$ cat src/rtl/jpeg_cone_pkg.sv
// Shared types and constants for the jpeg cone arbiter slice.
package jpeg_cone_pkg;

   typedef enum logic [1:0] {
      IDLE = 2'd0,
      EVAL = 2'd1,
      RESP = 2'd2
   } arb_state_t;

   localparam int EVAL_CYC_MIN = 1;
   localparam int EVAL_CYC_MAX = 15;
   localparam int EVAL_CNT_W   = 4;
   localparam int SERVED_W     = 16;

   // Index width for NREQ requesters, never narrower than one bit
   function automatic int ptr_w(input int n);
      return (n > 1) ? $clog2(n) : 1;
   endfunction

endpackage

$ cat src/rtl/jpeg_cone_arbiter_if.sv
// Request, cone and response signals shared between the arbiter and its users.
interface jpeg_cone_arbiter_if
   import jpeg_cone_pkg::*;
#(
   parameter int NREQ = 4,
   parameter int IN_W = 46
);
   localparam int ID_W = ptr_w(NREQ);

   logic [NREQ-1:0]      req_valid;
   logic [NREQ*IN_W-1:0] req_data;
   logic [NREQ-1:0]      req_ready;
   logic [IN_W-1:0]      cone_in;
   logic                 cone_out;
   logic                 rsp_valid;
   logic [ID_W-1:0]      rsp_id;
   logic                 rsp_bit;
   logic                 rsp_ready;
   logic [SERVED_W-1:0]  served_cnt;

   modport master (
      output req_valid, req_data, cone_out, rsp_ready,
      input  req_ready, cone_in, rsp_valid, rsp_id, rsp_bit, served_cnt
   );

   modport slave (
      input  req_valid, req_data, cone_out, rsp_ready,
      output req_ready, cone_in, rsp_valid, rsp_id, rsp_bit, served_cnt
   );

endinterface

$ cat src/rtl/rr_arbiter.sv
// Round-robin one-hot grant: the search starts at ptr and wraps around.
module rr_arbiter
   import jpeg_cone_pkg::*;
#(
   parameter int NREQ = 4,
   localparam int PTR_W = ptr_w(NREQ)
) (
   input  logic [NREQ-1:0]  req,
   input  logic [PTR_W-1:0] ptr,
   output logic [NREQ-1:0]  grant
);

   logic [NREQ-1:0] req_rot;
   logic [NREQ-1:0] grant_rot;

   // Rotate so ptr sits at bit 0, keep the lowest request, rotate back
   always_comb begin
      req_rot   = NREQ'({req, req} >> ptr);
      grant_rot = '0;
      for (int k = NREQ - 1; k >= 0; k--) begin
         if (req_rot[k]) begin
            grant_rot    = '0;
            grant_rot[k] = 1'b1;
         end
      end
      grant = NREQ'(({grant_rot, grant_rot} << ptr) >> NREQ);
   end

endmodule

$ cat src/rtl/jpeg_cone_arbiter.sv
// Shares one multicycle jpeg timing cone between NREQ requesters.
module jpeg_cone_arbiter
   import jpeg_cone_pkg::*;
#(
   parameter int NREQ     = 4,
   parameter int IN_W     = 46,
   parameter int EVAL_CYC = 2
) (
   input logic                clk,
   input logic                rst_n,
   jpeg_cone_arbiter_if.slave bus
);

   localparam int ID_W = ptr_w(NREQ);

   if (EVAL_CYC < EVAL_CYC_MIN || EVAL_CYC > EVAL_CYC_MAX) begin : g_bad_eval_cyc
      $error("jpeg_cone_arbiter: EVAL_CYC must lie within 1..15");
   end

   arb_state_t            state;
   arb_state_t            state_nxt;
   logic [ID_W-1:0]       rr_ptr;
   logic [ID_W-1:0]       grant_idx;
   logic [ID_W-1:0]       rsp_id_q;
   logic [EVAL_CNT_W-1:0] eval_cnt;
   logic [IN_W-1:0]       cone_in_q;
   logic [IN_W-1:0]       sel_data;
   logic                  rsp_bit_q;
   logic [SERVED_W-1:0]   served_cnt_q;
   logic [NREQ-1:0]       grant;
   logic [NREQ-1:0]       req_ready_c;
   logic                  handshake;
   logic                  eval_last;
   logic                  rsp_hs;

   rr_arbiter #(.NREQ(NREQ)) u_rr (
      .req   (bus.req_valid),
      .ptr   (rr_ptr),
      .grant (grant)
   );

   // Grants are offered only in IDLE and never while reset is held
   assign req_ready_c = (state == IDLE && rst_n) ? grant : '0;
   assign handshake   = |(bus.req_valid & req_ready_c);
   assign eval_last   = (state == EVAL) && (eval_cnt == EVAL_CNT_W'(EVAL_CYC - 1));
   assign rsp_hs      = (state == RESP) && bus.rsp_ready;

   // Turn the one-hot grant into an index and pick that requester's vector
   always_comb begin
      grant_idx = '0;
      sel_data  = '0;
      for (int i = 0; i < NREQ; i++) begin
         if (grant[i]) begin
            grant_idx = ID_W'(i);
            sel_data  = bus.req_data[i*IN_W +: IN_W];
         end
      end
   end

   // Next-state logic: accept, wait out the cone window, hold the response
   always_comb begin
      state_nxt = state;
      case (state)
         IDLE:    if (handshake) state_nxt = EVAL;
         EVAL:    if (eval_last) state_nxt = RESP;
         RESP:    if (rsp_hs)    state_nxt = IDLE;
         default: state_nxt = IDLE;
      endcase
   end

   // State register; reset abandons any transaction in flight
   always_ff @(posedge clk or negedge rst_n) begin
      if (!rst_n) state <= IDLE;
      else        state <= state_nxt;
   end

   // Datapath: latch the winner, count the window, capture and count results
   always_ff @(posedge clk or negedge rst_n) begin
      if (!rst_n) begin
         rr_ptr       <= '0;
         cone_in_q    <= '0;
         rsp_id_q     <= '0;
         rsp_bit_q    <= 1'b0;
         eval_cnt     <= '0;
         served_cnt_q <= '0;
      end else begin
         if (handshake) begin
            cone_in_q <= sel_data;
            rsp_id_q  <= grant_idx;
            rr_ptr    <= (grant_idx == ID_W'(NREQ - 1)) ? '0 : grant_idx + 1'b1;
            eval_cnt  <= '0;
         end else if (state == EVAL) begin
            eval_cnt  <= eval_cnt + 1'b1;
         end
         if (eval_last) begin
            rsp_bit_q <= bus.cone_out;
         end
         if (rsp_hs && served_cnt_q != '1) begin
            served_cnt_q <= served_cnt_q + 1'b1;
         end
      end
   end

   assign bus.req_ready  = req_ready_c;
   assign bus.cone_in    = cone_in_q;
   assign bus.rsp_valid  = (state == RESP);
   assign bus.rsp_id     = rsp_id_q;
   assign bus.rsp_bit    = rsp_bit_q;
   assign bus.served_cnt = served_cnt_q;

endmodule

$ cat src/flat_wrapper.sv
// flat-port wrapper written by rule: the top's interface ports become plain ports
module jpeg_cone_arbiter_flat import jpeg_cone_pkg::*;
#(
   parameter int NREQ     = 4,
   parameter int IN_W     = 46,
   parameter int EVAL_CYC = 2
)
  (clk, rst_n, bus_req_valid, bus_req_data, bus_cone_out, bus_rsp_ready, bus_req_ready, bus_cone_in, bus_rsp_valid, bus_rsp_id, bus_rsp_bit, bus_served_cnt);
  jpeg_cone_arbiter_if #(.NREQ(NREQ), .IN_W(IN_W)) bus_i ();
  input logic clk;
  input logic rst_n;
  input wire logic [$bits(bus_i.req_valid)-1:0] bus_req_valid;
  input wire logic [$bits(bus_i.req_data)-1:0] bus_req_data;
  input wire logic [$bits(bus_i.cone_out)-1:0] bus_cone_out;
  input wire logic [$bits(bus_i.rsp_ready)-1:0] bus_rsp_ready;
  output wire logic [$bits(bus_i.req_ready)-1:0] bus_req_ready;
  output wire logic [$bits(bus_i.cone_in)-1:0] bus_cone_in;
  output wire logic [$bits(bus_i.rsp_valid)-1:0] bus_rsp_valid;
  output wire logic [$bits(bus_i.rsp_id)-1:0] bus_rsp_id;
  output wire logic [$bits(bus_i.rsp_bit)-1:0] bus_rsp_bit;
  output wire logic [$bits(bus_i.served_cnt)-1:0] bus_served_cnt;
  assign bus_i.req_valid = bus_req_valid;
  assign bus_i.req_data = bus_req_data;
  assign bus_i.cone_out = bus_cone_out;
  assign bus_i.rsp_ready = bus_rsp_ready;
  assign bus_req_ready = bus_i.req_ready;
  assign bus_cone_in = bus_i.cone_in;
  assign bus_rsp_valid = bus_i.rsp_valid;
  assign bus_rsp_id = bus_i.rsp_id;
  assign bus_rsp_bit = bus_i.rsp_bit;
  assign bus_served_cnt = bus_i.served_cnt;
  jpeg_cone_arbiter #(.NREQ(NREQ), .IN_W(IN_W), .EVAL_CYC(EVAL_CYC)) u_core (.clk(clk), .rst_n(rst_n), .bus(bus_i));
endmodule
$ cat config.mk
export PLATFORM = sky130hd
export DESIGN_NAME = jpeg_cone_arbiter_flat
export DESIGN_NICKNAME = d
export VERILOG_FILES = /design/src/rtl/jpeg_cone_pkg.sv /design/src/rtl/jpeg_cone_arbiter_if.sv /design/src/rtl/rr_arbiter.sv /design/src/rtl/jpeg_cone_arbiter.sv /design/src/flat_wrapper.sv
export SDC_FILE = /design/constraint.sdc
export NUM_CORES = 1
export LEC_CHECK = 0
export BUFFER_PORTS_ARGS = -buffer_cell sky130_fd_sc_hd__buf_2
export CORE_MARGIN = 2
export CORE_UTILIZATION = 44
export CTS_CLUSTER_SIZE = 30
export DETAILED_ROUTE_END_ITERATION = 10
export PLACE_DENSITY = 0.8
export REMOVE_ABC_BUFFERS = 1
export SYNTH_ARGS = -nofsm -noshare
export SYNTH_HDL_FRONTEND = slang
export SYNTH_HIERARCHICAL = 1
export SYNTH_SLANG_ARGS = --single-unit
$ cat constraint.sdc
create_clock -name clk -period 2.55 [get_ports clk]
set_clock_uncertainty 0.15 [all_clocks]
set_input_delay 0.51 -clock clk [delete_from_list [all_inputs] [get_ports clk]]
set_output_delay 0.51 -clock clk [all_outputs]
set_load 0.05 [all_outputs]
== Word level (Yosys, flattened, before mapping) ==
Index checks and enable logic that the tools add are counted.
Operators by class
  shifts and indexed selects: 2
  reductions and logical operators: 8
  multiplexer cells: 19
  equal/unequal tests: 8
  add/sub/neg operators: 3
  bitwise gates (word level): 1
Operators with widths (number)
  $mux 46: 4
  $mux 4: 7
  $add 16x1->16 const B: 1
  $ne 16x16->1 const B: 1
  $mux 2: 6
  $shl 8x2->8: 1
  $shr 8x2->4: 1
  $ne 2x1->1 const B: 3
  $pmux 2 s3: 1
  $add 4x1->4 const B: 1
  $and 4x4->4: 1
  $eq 2x2->1 const B: 2
  $eq 4x1->1 const B: 1
  $logic_and 1x1->1: 4
  $reduce_or 4->1: 1
  $reduce_and 3->1: 1
  $add 2x1->2 const B: 1
  $eq 2x1->1 const B: 1
  $logic_not 2->1: 1
  $reduce_bool 2->1: 1
  $mux 1: 1
Word-level totals
  flip-flop bits (word level): 73
  output and inout bits: 70
  logic and storage cells: 48
  input bits: 192

== Depth between registers and ports, before layout ==
Gate-level depths: netlist of the first run.
  word-level depth: 11
  mapped depth: 10
  mapped depth without buffers: 7

== Cells and area by module ==
Netlist of the first run, hierarchy kept.
Modules (own cells, without submodules)
  jpeg_cone_arbiter: cells an instance 394, area an instance 4115.2 sq um, seq. area each 1826.8 sq um, instances 1
  rr_arbiter: cells an instance 17, area an instance 110.1 sq um, seq. area each 0.0 sq um, instances 1

== Worst setup path before layout of the first run ==
OpenSTA, ideal clock, no wires.
  path type: input -> output
  start: in bus_req_valid[0]
  end: out bus_req_ready[3]
  slack: -0.096 ns
  cell stages on the path: 6
  data required time: 1.890 ns
  buffers on the path: 3
  arrival time: 1.986 ns
  cells stage by stage: a21oi_1 o221a_2 buf_2 buf_1 clkbuf_1 and2_1
On the way
  word-level cells in the longest chain between the ends: 7
RTL lines
  start, declared: RTL line flat_wrapper.sv:12  | input wire logic [$bits(bus_i.req_valid)-1:0] bus_req_valid;
  $shr 8x2->4 *: RTL line rr_arbiter.sv:18  | req_rot = NREQ'({req, req} >> ptr);
  $mux 4 (3 in series): RTL line rr_arbiter.sv:21  | if (req_rot[k]) begin
  $mux 4 *: RTL line rr_arbiter.sv:21
  $shl 8x2->8 *: RTL line rr_arbiter.sv:26  | grant = NREQ'(({grant_rot, grant_rot} << ptr) >> NREQ);
  named net u_core.grant[3]: RTL line jpeg_cone_arbiter.sv:30  | logic [NREQ-1:0] grant;
  $mux 4 *: RTL line jpeg_cone_arbiter.sv:43  | assign req_ready_c = (state == IDLE && rst_n) ? grant : '0;
  end, declared: RTL line flat_wrapper.sv:16  | output wire logic [$bits(bus_i.req_ready)-1:0] bus_req_ready;
Mark *: on every way through the listed nets, which the timed path passes. The rest lies on a longest branch.

== Worst setup path after layout of the first run ==
  start: reg u_core.rr_ptr[1]
  end: out bus_req_ready[3]
On the way
  word-level cells in the longest chain between the ends: 7
RTL lines
  start, declared: RTL line jpeg_cone_arbiter.sv:22  | logic [ID_W-1:0] rr_ptr;
  start signal, assigned: RTL line jpeg_cone_arbiter.sv:90  | rr_ptr <= (grant_idx == ID_W'(NREQ - 1)) ? '0 : grant_idx + 1'b1;
  $shr 8x2->4: RTL line rr_arbiter.sv:18
  $mux 4 (4 in series): RTL line rr_arbiter.sv:21
  $shl 8x2->8 *: RTL line rr_arbiter.sv:26
  named net u_core.grant[3]: RTL line jpeg_cone_arbiter.sv:30
  $mux 4 *: RTL line jpeg_cone_arbiter.sv:43
Marked as above.

==> impl_metrics.toml, run 1 <==
[worst_setup_path]
critPathMaxFanout = 7
startpoint_type = "register"
end_kind = "output pin"
setup.worst_path.class = "reg -> out"
crit_arrival_ns = 1.77
required_ns = 1.89

[layout]
stdcell_count = 794
seqCellArea_sq_um = 1828
fin_nets = 855
area_growth_syn_to_layout_pct = 41.31
final_cell_area_sq_um = 5971
nFillCells = 805
multiInputGateArea_sq_um = 2211
fin_util_pct = 64.31
drive_gt1_share_pct = 46.47
diodes = 0

[routing]
dr_wl_met3_um = 1059
wl_um = 13680
ant_nets = 0
met2_wirelength_um = 6842
highest_layer = "met4"
drt_first_pass_iters = 5
wl_met1_um = 5392
drt_iter0_markers = 180
wl_per_cell_um = 17.23
drc = 0
avgViaCountPerCell = 5.724
vias = 4545

[floorplanning]
die_h_um = 102.0
row_count = 35
die_w_um = 102.0
ioPinCount = 262
start_util_pct = 45.51
dieArea_sq_um = 10400
fp.coreArea_sq_um = 9284

[global_route]
grtUsageTotal_pct = 26.14
grt_max_degree = 74
grt_pass1_vias = 4451
grt_antenna_before_repair = 0
gr-total-overflow = 0
grt_pass1_wl_um = 21270

[synthesis]
synth-edff-count = 0
synth_flop_cell = "dfrtp_1"
ys_types = 49
synthCells = 411
yosysTopAreaCellShare_pct = 43.23
synth-seq-area-share_pct = 43.23
syn_area_per_cell_sq_um = 10.28
netlist_top_cells_count = "a22oi_1, dfrtp_1, o21a_1"
synth.area.top_cells = "dfrtp_1, a22oi_1, o21a_1"
yosys_warnings = 6
yosysMostFrequentCell = "a22oi_1"
synth-seq-cells = 73
synth_top_area_cell = "dfrtp_1"
syn-cell-area_sq_um = 4225
synthArstFlopShare_pct = 100.0

[clocking]
cts_tree = "built"
cts_buffer_depth = 2
cts_made_buffers = 9
cts_sinks = 73
clk_pin_slew_ns = 0.08
worstSkewPairLatency_ns = 0.34
cts.htree.levels = 3
cts-root-buf = "clkbuf_8"
postCtsHoldBufs = 0

[status]
status = "finished, final reports clean"

[place]
placed_area_sq_um = 5669
portBuffers = 261
gp_congestion = 0.9595
dp_hpwl_um = 10320
dp.cells = 775

[sta]
finalCritPeriodShare_pct = 95.14
fmax_mhz = 412.2
finalSetupViolations = 0
rsz0062_at_grt = "no"
period_minus_slack_ns = 2.426
worstMarginPinSlew_ns = 0.9448
finalHoldViolCount = 0
slew_headroom_pct = 37.01
finalMaxSlewViolations = 0

[worst_hold_path]
min_path_type = "in -> reg"

[run]
maxCapViolCount = 0

[power]
p_leak_nw = 2.790
peakVddDrop_mv = 0.6889
powerDensity_nw_per_um2 = 1222
## sequential cells by signal, indices dropped and copies added, names as in the netlist
name / flops
u_core/rr_ptr: 2
u_core/bus.rsp_id: 2
u_core/eval_cnt: 4
u_core/state: 2
u_core/bus.cone_in: 46
u_core/bus.rsp_bit: 1
u_core/bus.served_cnt: 16
## timing repair
item	4_1_cts	5_1_grt
endpoints found under the setup margin	0	2
gates resized for setup	0	2
buffers inserted	0	3
## worst max-delay path, cell delays in order (launching register included)
cell     delay, ns
dfrtp_1       0.47
inv_1         0.09
a21oi_1       0.20
o221a_4       0.27
and2_1        0.13
buf_2         0.27
## metal layers
metal  GRT usage, %  vias to the layer above
met5              0                        -
met4          10.56                        0
met3          5.540                       39
met2          45.39                      242
met1          31.69                     2154
li1               -                     2110
## final timing paths
kind / to / slack (ns) / cells past startpoint / from
min reg2reg: u_core/bus.cone_in[26]$_DFFE_PN0P_ / 0.34 / 1 / u_core/bus.cone_in[26]$_DFFE_PN0P_
max in group asynchronous: u_core/rr_ptr[0]$_DFFE_PN0P_ / 1.31 / 2 / rst_n
max reg2reg: u_core/bus.cone_in[0]$_DFFE_PN0P_ / 0.22 / 9 / u_core/rr_ptr[1]$_DFFE_PN0P_
min in group asynchronous: u_core/bus.served_cnt[5]$_DFFE_PN0P_ / 0.26 / 2 / rst_n
max: bus_req_ready[3] / 0.12 / 5 / u_core/rr_ptr[1]$_DFFE_PN0P_
min: u_core/state[1]$_DFFE_PN0P_ / 0.25 / 2 / bus_rsp_ready
## final cells by class
class | count | share of cell area (%)
clock buffers | 11 | 2.536
clock inverters | 5 | 2.096
inverters | 6 | 0.3772
multi-input cells | 294 | 37.03
flip-flops and latches | 73 | 30.62
well taps | 129 | 2.703
repair buffers | 276 | 24.64
## stage by stage
stage          power (mW)  worst slack, ns  hold WS (ns)  setup TNS (ns)
6_report            7.298           0.1239        0.2491               0
5_1_grt             7.689          0.03657        0.2328               0
4_1_cts             7.308          0.02145        0.2358               0
3_5_place_dp        6.057          0.03455        0.3244               0
3_3_place_gp        5.946           0.1164        0.3178               0
2_1_floorplan       4.845           -2.389       0.06441         -128.33
## cell usage in the layout (no fill, tap or decap), types with 5 or more instances in the layout
master,instances
a22oi_1,94
and2_1,5
buf_2,260
buf_4,12
clkbuf_8,11
dfrtp_1,72
inv_1,6
nand2_1,7
nand3_1,7
nor2_1,15
nor3_1,5
o211ai_1,46
o21a_1,48
xor2_1,11
## cells by family (layout without fill, tap and decap cells)
kind of cell	after synthesis	after routing	synth area share (%)
multiplexers	4	4	1.125
flip-flops	73	73	43.23
buffers and inverters	44	298	5.064
AND/OR/NAND/NOR	68	68	10.33
XOR/XNOR	15	15	3.109
adder cells (fa/ha/maj)	3	3	0.8885
AO/OA/AOI/OAI	204	204	36.24
## power by group
| group | internal (mW) | switching (mW) |
|---|---|---|
| Clock | 0.801 | 0.429 |
| Sequential | 1.65 | 0.351 |
| Combinational | 1.27 | 2.79 |
| Total | 3.72 | 3.57 |
Note: power is estimated with default switching activity, not from simulation.
==> run 2: changes to the inputs <==
--- a/config.mk
+++ b/config.mk
@@ -7,10 +7,12 @@
 export LEC_CHECK = 0
 export BUFFER_PORTS_ARGS = -buffer_cell sky130_fd_sc_hd__buf_2
 export CORE_MARGIN = 2
-export CORE_UTILIZATION = 44
+export CORE_UTILIZATION = 45
+export CTS_BUF_LIST = sky130_fd_sc_hd__clkbuf_8
 export CTS_CLUSTER_SIZE = 30
 export DETAILED_ROUTE_END_ITERATION = 10
-export PLACE_DENSITY = 0.8
+export GPL_TIMING_DRIVEN = 0
+export PLACE_DENSITY = 0.82
 export REMOVE_ABC_BUFFERS = 1
 export SYNTH_ARGS = -nofsm -noshare
 export SYNTH_HDL_FRONTEND = slang
==> impl_metrics.toml, run 2 (synthesis gave the netlist of run 1 again) <==
[routing]
ant_nets = 0
vias = 4676
drt_first_pass_iters = 5
wl_per_cell_um = 18.43
avgViaCountPerCell = 5.957
drt_iter0_markers = 258
drc = 0
wl_um = 14470

[layout]
drive_gt1_share_pct = 47.70
largest_reg_flops = 46
nFillCells = 732
fin_util_pct = 67.03
final_common_cell = "buf_2"
fin_nets = 863
area_growth_syn_to_layout_pct = 45.90
final_cell_mix = "buf_2, a22oi_1, dfrtp_1, o21a_1, o211ai_1"

[sta]
finalSetupViolations = 0
finalMaxSlewViolations = 0
fin_tns_setup_ns = 0
whs_ns = -0.1178
worstMarginPinSlew_ns = 0.5733
fmax_mhz = 399.6
period_minus_slack_ns = 2.503
finalHoldViolCount = 73
slew_headroom_pct = 61.49
finalCritPeriodShare_pct = 98.14

[worst_setup_path]
r2r_cells = 10
ff2ff_setup_slack_ns = 0.06
crit_arrival_ns = 1.84
setup.worst_path.class = "reg -> out"
end_kind = "output pin"
endpoint = "bus_req_ready[2]"
critPathMaxFanout = 18
timing.rr.end = "u_core/bus.cone_in[6]$_DFFE_PN0P_"
rr_startpoint = "u_core/rr_ptr[1]$_DFFE_PN0P_"
startpoint = "u_core/rr_ptr[1]$_DFFE_PN0P_"
startpoint_type = "register"
required_ns = 1.89

[place]
dp_hpwl_um = 9614
portBuffers = 261
gp_congestion = 0.8235

[floorplanning]
row_count = 35
ioPinCount = 262
dieArea_sq_um = 10180
die_h_um = 100.9
start_util_pct = 45.95
fp.coreArea_sq_um = 9196
die_w_um = 100.9

[power]
peakVddDrop_mv = 0.6447
p_leak_nw = 2.867
powerDensity_nw_per_um2 = 1221
power.total_mw = 7.530

[clocking]
clk_pin_slew_ns = 0.09
cts_sinks = 73
cts_buffer_depth = 2
cts_tree = "built"
worstSkewPairLatency_ns = 0.35
cts_made_buffers = 9
cts-root-buf = "clkbuf_8"
cts.htree.levels = 3

[global_route]
grt_pass1_wl_um = 22090
gr-total-overflow = 0
grt_pass1_vias = 4571
grtUsageTotal_pct = 27.58
grt_max_degree = 75
grt_antenna_before_repair = 0

[run]
maxCapViolCount = 0

[status]
violations = "hold timing"
status = "finished, violations left"

[worst_hold_path]
min_path_type = "in -> async"
-- run 2: through the flow --
step | cell area [sq um] | cells | setup slack (ns)
floorplan | 4034 | 373 | -2.389
global route | 6162 | 784 | -0.005650
detailed placement | 5664 | 753 | -0.7950
CTS | 6040 | 779 | 0.01130
finish | 6165 | 785 | 0.04748
global placement | 5479 | 745 | -4.305
-- run 2: routing by layer --
| metal | part of all wire (%) | track usage [%] | vias up |
|---|---|---|---|
| met3 | 7.7 | 6.657 | 33 |
| met5 | 0 | 0 | - |
| met1 | 40 | 33.14 | 2255 |
| met4 | 2.2 | 12.37 | 0 |
| li1 | - | - | 2135 |
| met2 | 50 | 46.87 | 253 |
-- run 2: cell type report --
type	count	area, sq um	area share (%)
multi-input combinational	296	2257	36.61
antenna	1	2.502	0.04059
clock inverter	7	142.6	2.314
sequential	73	1829	29.67
clock buffer	9	123.9	2.009
tap	111	138.9	2.253
inverter	6	22.52	0.3653
timing repair buffer	282	1648	26.73
-- run 2: critical path: stages (launching register included) --
cell      delay (ns)
dfrtp_2         0.44
nand2b_1        0.20
a21oi_2         0.19
o21a_4          0.19
buf_12          0.16
and2_1          0.16
buf_6           0.16
-- run 2: timing repair --
item,CTS,global route
buffers inserted,8,3
cloned,2,2
setup endpoints to repair,59,39
pin swaps,2,2
endpoints found under the hold margin,59,73
resized for setup,8,11
-- run 2: where the power goes --
| group | internal [mW] | switching [mW] |
|---|---|---|
| registers | 1.65 | 0.313 |
| clock network | 0.751 | 0.458 |
| logic | 1.43 | 2.92 |
-- run 2: worst min-delay path by stage --
| stage | from | to | slack [ns] | depth (start not counted) |
|---|---|---|---|---|
| 4_1_cts | rst_n | u_core/bus.served_cnt[12]$_DFFE_PN0P_ | -0.03 | 1 |
| 3_3_place_gp | u_core/bus.cone_in[7]$_DFFE_PN0P_ | u_core/bus.cone_in[7]$_DFFE_PN0P_ | 0.32 | 1 |
| 6_report | rst_n | u_core/bus.served_cnt[13]$_DFFE_PN0P_ | -0.12 | 1 |
| 2_1_floorplan | rst_n | u_core/bus.cone_in[0]$_DFFE_PN0P_ | 0.06 | 0 |
| 5_1_grt | rst_n | u_core/bus.served_cnt[11]$_DFFE_PN0P_ | -0.09 | 1 |
| 3_5_place_dp | u_core/bus.cone_in[2]$_DFFE_PN0P_ | u_core/bus.cone_in[2]$_DFFE_PN0P_ | 0.32 | 1 |
==> run 3: changes to the inputs <==
--- a/config.mk
+++ b/config.mk
@@ -6,13 +6,13 @@
 export NUM_CORES = 1
 export LEC_CHECK = 0
 export BUFFER_PORTS_ARGS = -buffer_cell sky130_fd_sc_hd__buf_2
-export CORE_MARGIN = 2
-export CORE_UTILIZATION = 45
+export CORE_AREA = 2 2 100 102
 export CTS_BUF_LIST = sky130_fd_sc_hd__clkbuf_8
 export CTS_CLUSTER_SIZE = 30
 export DETAILED_ROUTE_END_ITERATION = 10
+export DIE_AREA = 0 0 102 104
 export GPL_TIMING_DRIVEN = 0
-export PLACE_DENSITY = 0.82
+export PLACE_DENSITY = 0.81
 export REMOVE_ABC_BUFFERS = 1
 export SYNTH_ARGS = -nofsm -noshare
 export SYNTH_HDL_FRONTEND = slang
==> impl_metrics.toml, run 3 (synthesis gave the netlist of run 1 again) <==
[routing]
avgViaCountPerCell = 5.891
vias = 4813
wl_met1_um = 6138
wl_per_cell_um = 20.11
dr_wl_met3_um = 1573
drt_iter0_markers = 322
highest_layer = "met4"
drt_first_pass_iters = 5
ant_nets = 0
met2_wirelength_um = 8094
drc = 0
wl_um = 16430

[place]
portBuffers = 261
dp_hpwl_um = 10150
place_ws_ns = -0.9036
gp_congestion = 0.8406

[worst_hold_path]
min_path_type = "in -> reg"
worstHoldStart = "bus_rsp_ready"

[layout]
final_cell_mix = "buf_2, a22oi_1, dfrtp_1, o21a_1, o211ai_1"
nFillCells = 781
largest_reg_flops = 46
area_growth_syn_to_layout_pct = 49.13
final_common_cell = "buf_2"
fin_nets = 874
drive_gt1_share_pct = 48.25
diodes = 0
fin_util_pct = 65.99

[sta]
finalCritPeriodShare_pct = 98.54
finalSetupViolations = 0
slew_headroom_pct = 38.58
fmax_mhz = 398.0
period_minus_slack_ns = 2.513
setup_ws_ns = 0.03713
finalMaxSlewViolations = 0
finalHoldViolCount = 0
rsz0062_at_grt = "yes"
whs_ns = 0.2473
worstMarginPinSlew_ns = 0.9182

[power]
p_switching_mw = 3.771
powerDensity_nw_per_um2 = 1197
peakVddDrop_mv = 0.5605
comb_power_share_pct = 60.4
p_seq_share_pct = 25.9
p_clk_share_pct = 13.7
internal-power_mw = 3.772
switching_share_pct = 50.00
p_leak_nw = 2.916

[worst_setup_path]
worst_path_max_delay_cell = "dfrtp_2"
startpoint = "u_core/rr_ptr[0]$_DFFE_PN0P_"
ff2ff_setup_slack_ns = 0.09
cpPeakStageDelay_ns = 0.44
critPathMaxFanout = 13
required_ns = 1.89
rr_startpoint = "u_core/rr_ptr[0]$_DFFE_PN0P_"
crit_path_frequent_cell = "buf_4"
crit_chain = "buf_4 > buf_4 > o221a_4 > buf_12 > and2_1 > buf_4"
startpoint_type = "register"
crit_arrival_ns = 1.85
end_kind = "output pin"
setup.worst_path.class = "reg -> out"

[status]
status = "finished, final reports clean"

[clocking]
worstSkewPairLatency_ns = 0.35
cts_buffer_depth = 2
clk_pin_slew_ns = 0.08
cts.htree.levels = 3
cts_tree = "built"
cts-root-buf = "clkbuf_8"
cts_sinks = 73
cts_made_buffers = 9

[floorplanning]
dieArea_sq_um = 10610
fp.coreArea_sq_um = 9549
start_util_pct = 44.25
row_count = 36
ioPinCount = 262
die_w_um = 102
die_h_um = 104

[global_route]
grt_pass1_vias = 4827
grt_max_degree = 56
gr-total-overflow = 0
grt_pass1_wl_um = 23580
grt_antenna_before_repair = 0
grtUsageTotal_pct = 28.53

[run]
maxCapViolCount = 0
==> run 3: cell count changes in the layout (fill, tap and decap cells not counted), sizes merged, moves of 2 or more <==
cell         change
buf              +5
clkbuf           +5
clkinv           -3
bufinv           -2
clkinvlp         +2
dlygate4sd3      +2
==> run 3: final cells by class <==
class / instances / area [sq um] / area share (%)
clock buffers: 11 / 151.4 / 2.403
clock inverters: 5 / 78.83 / 1.251
inverters: 6 / 22.52 / 0.3574
multi-input cells: 297 / 2272 / 36.06
flip-flops and latches: 73 / 1829 / 29.03
well taps: 133 / 166.4 / 2.641
repair buffers: 292 / 1780 / 28.26
==> run 3: timing repair <==
item,4_1_cts,5_1_grt
endpoints found under the hold margin,18,0
setup buffers,12,3
setup endpoints to repair,59,54
gates cloned,3,5
resized for setup,12,9
pin swaps,4,3
hold buffers,3,0
==> run 3: final timing paths <==
| kind | cells past startpoint | end |
|---|---|---|
| worst max-delay path | 6 | bus_req_ready[3] |
| worst min-delay path | 2 | u_core/state[1]$_DFFE_PN0P_ |
| worst max register to register | 10 | u_core/bus.cone_in[9]$_DFFE_PN0P_ |
| worst min register to register | 1 | u_core/bus.cone_in[1]$_DFFE_PN0P_ |
| max in group asynchronous | 2 | u_core/bus.cone_in[30]$_DFFE_PN0P_ |
| min in group asynchronous | 3 | u_core/bus.cone_in[5]$_DFFE_PN0P_ |
==> run 3: metrics by stage <==
step / instances / TNS, ns / cell area (sq um) / total power [mW]
floorplan: 373 / -128.33 / 4034 / 4.845
global placement: 767 / -222.88 / 5507 / 5.803
detailed placement: 775 / -38.41 / 5703 / 6.058
CTS: 809 / 0 / 6143 / 7.343
global route: 817 / -0.04613 / 6301 / 7.928
finish: 817 / 0 / 6301 / 7.543
==> run 3: power by group through the flow <==
stage / sequential, mW / clock [mW] / combinational [mW]
2_1_floorplan: 3.45 / 0 / 1.40
3_3_place_gp: 1.95 / 0 / 3.85
3_5_place_dp: 1.98 / 0 / 4.08
4_1_cts: 1.95 / 1.07 / 4.33
5_1_grt: 2.02 / 1.12 / 4.79
6_report: 1.95 / 1.04 / 4.56
==> run 3: worst max-delay path, delay by kind of cell (launching register included) <==
kind                   cells  cell delay, ns
AND/OR/NAND/NOR            1            0.14
buffers and inverters      4            0.64
flip-flops                 1            0.44
AO/OA/AOI/OAI              1            0.28
==> run 3: layer usage <==
metal  up-vias  track usage [%]
met5         -                0
met1      2272            33.91
li1       2167                -
met2       326            48.12
met4         0            14.67
met3        48            5.712
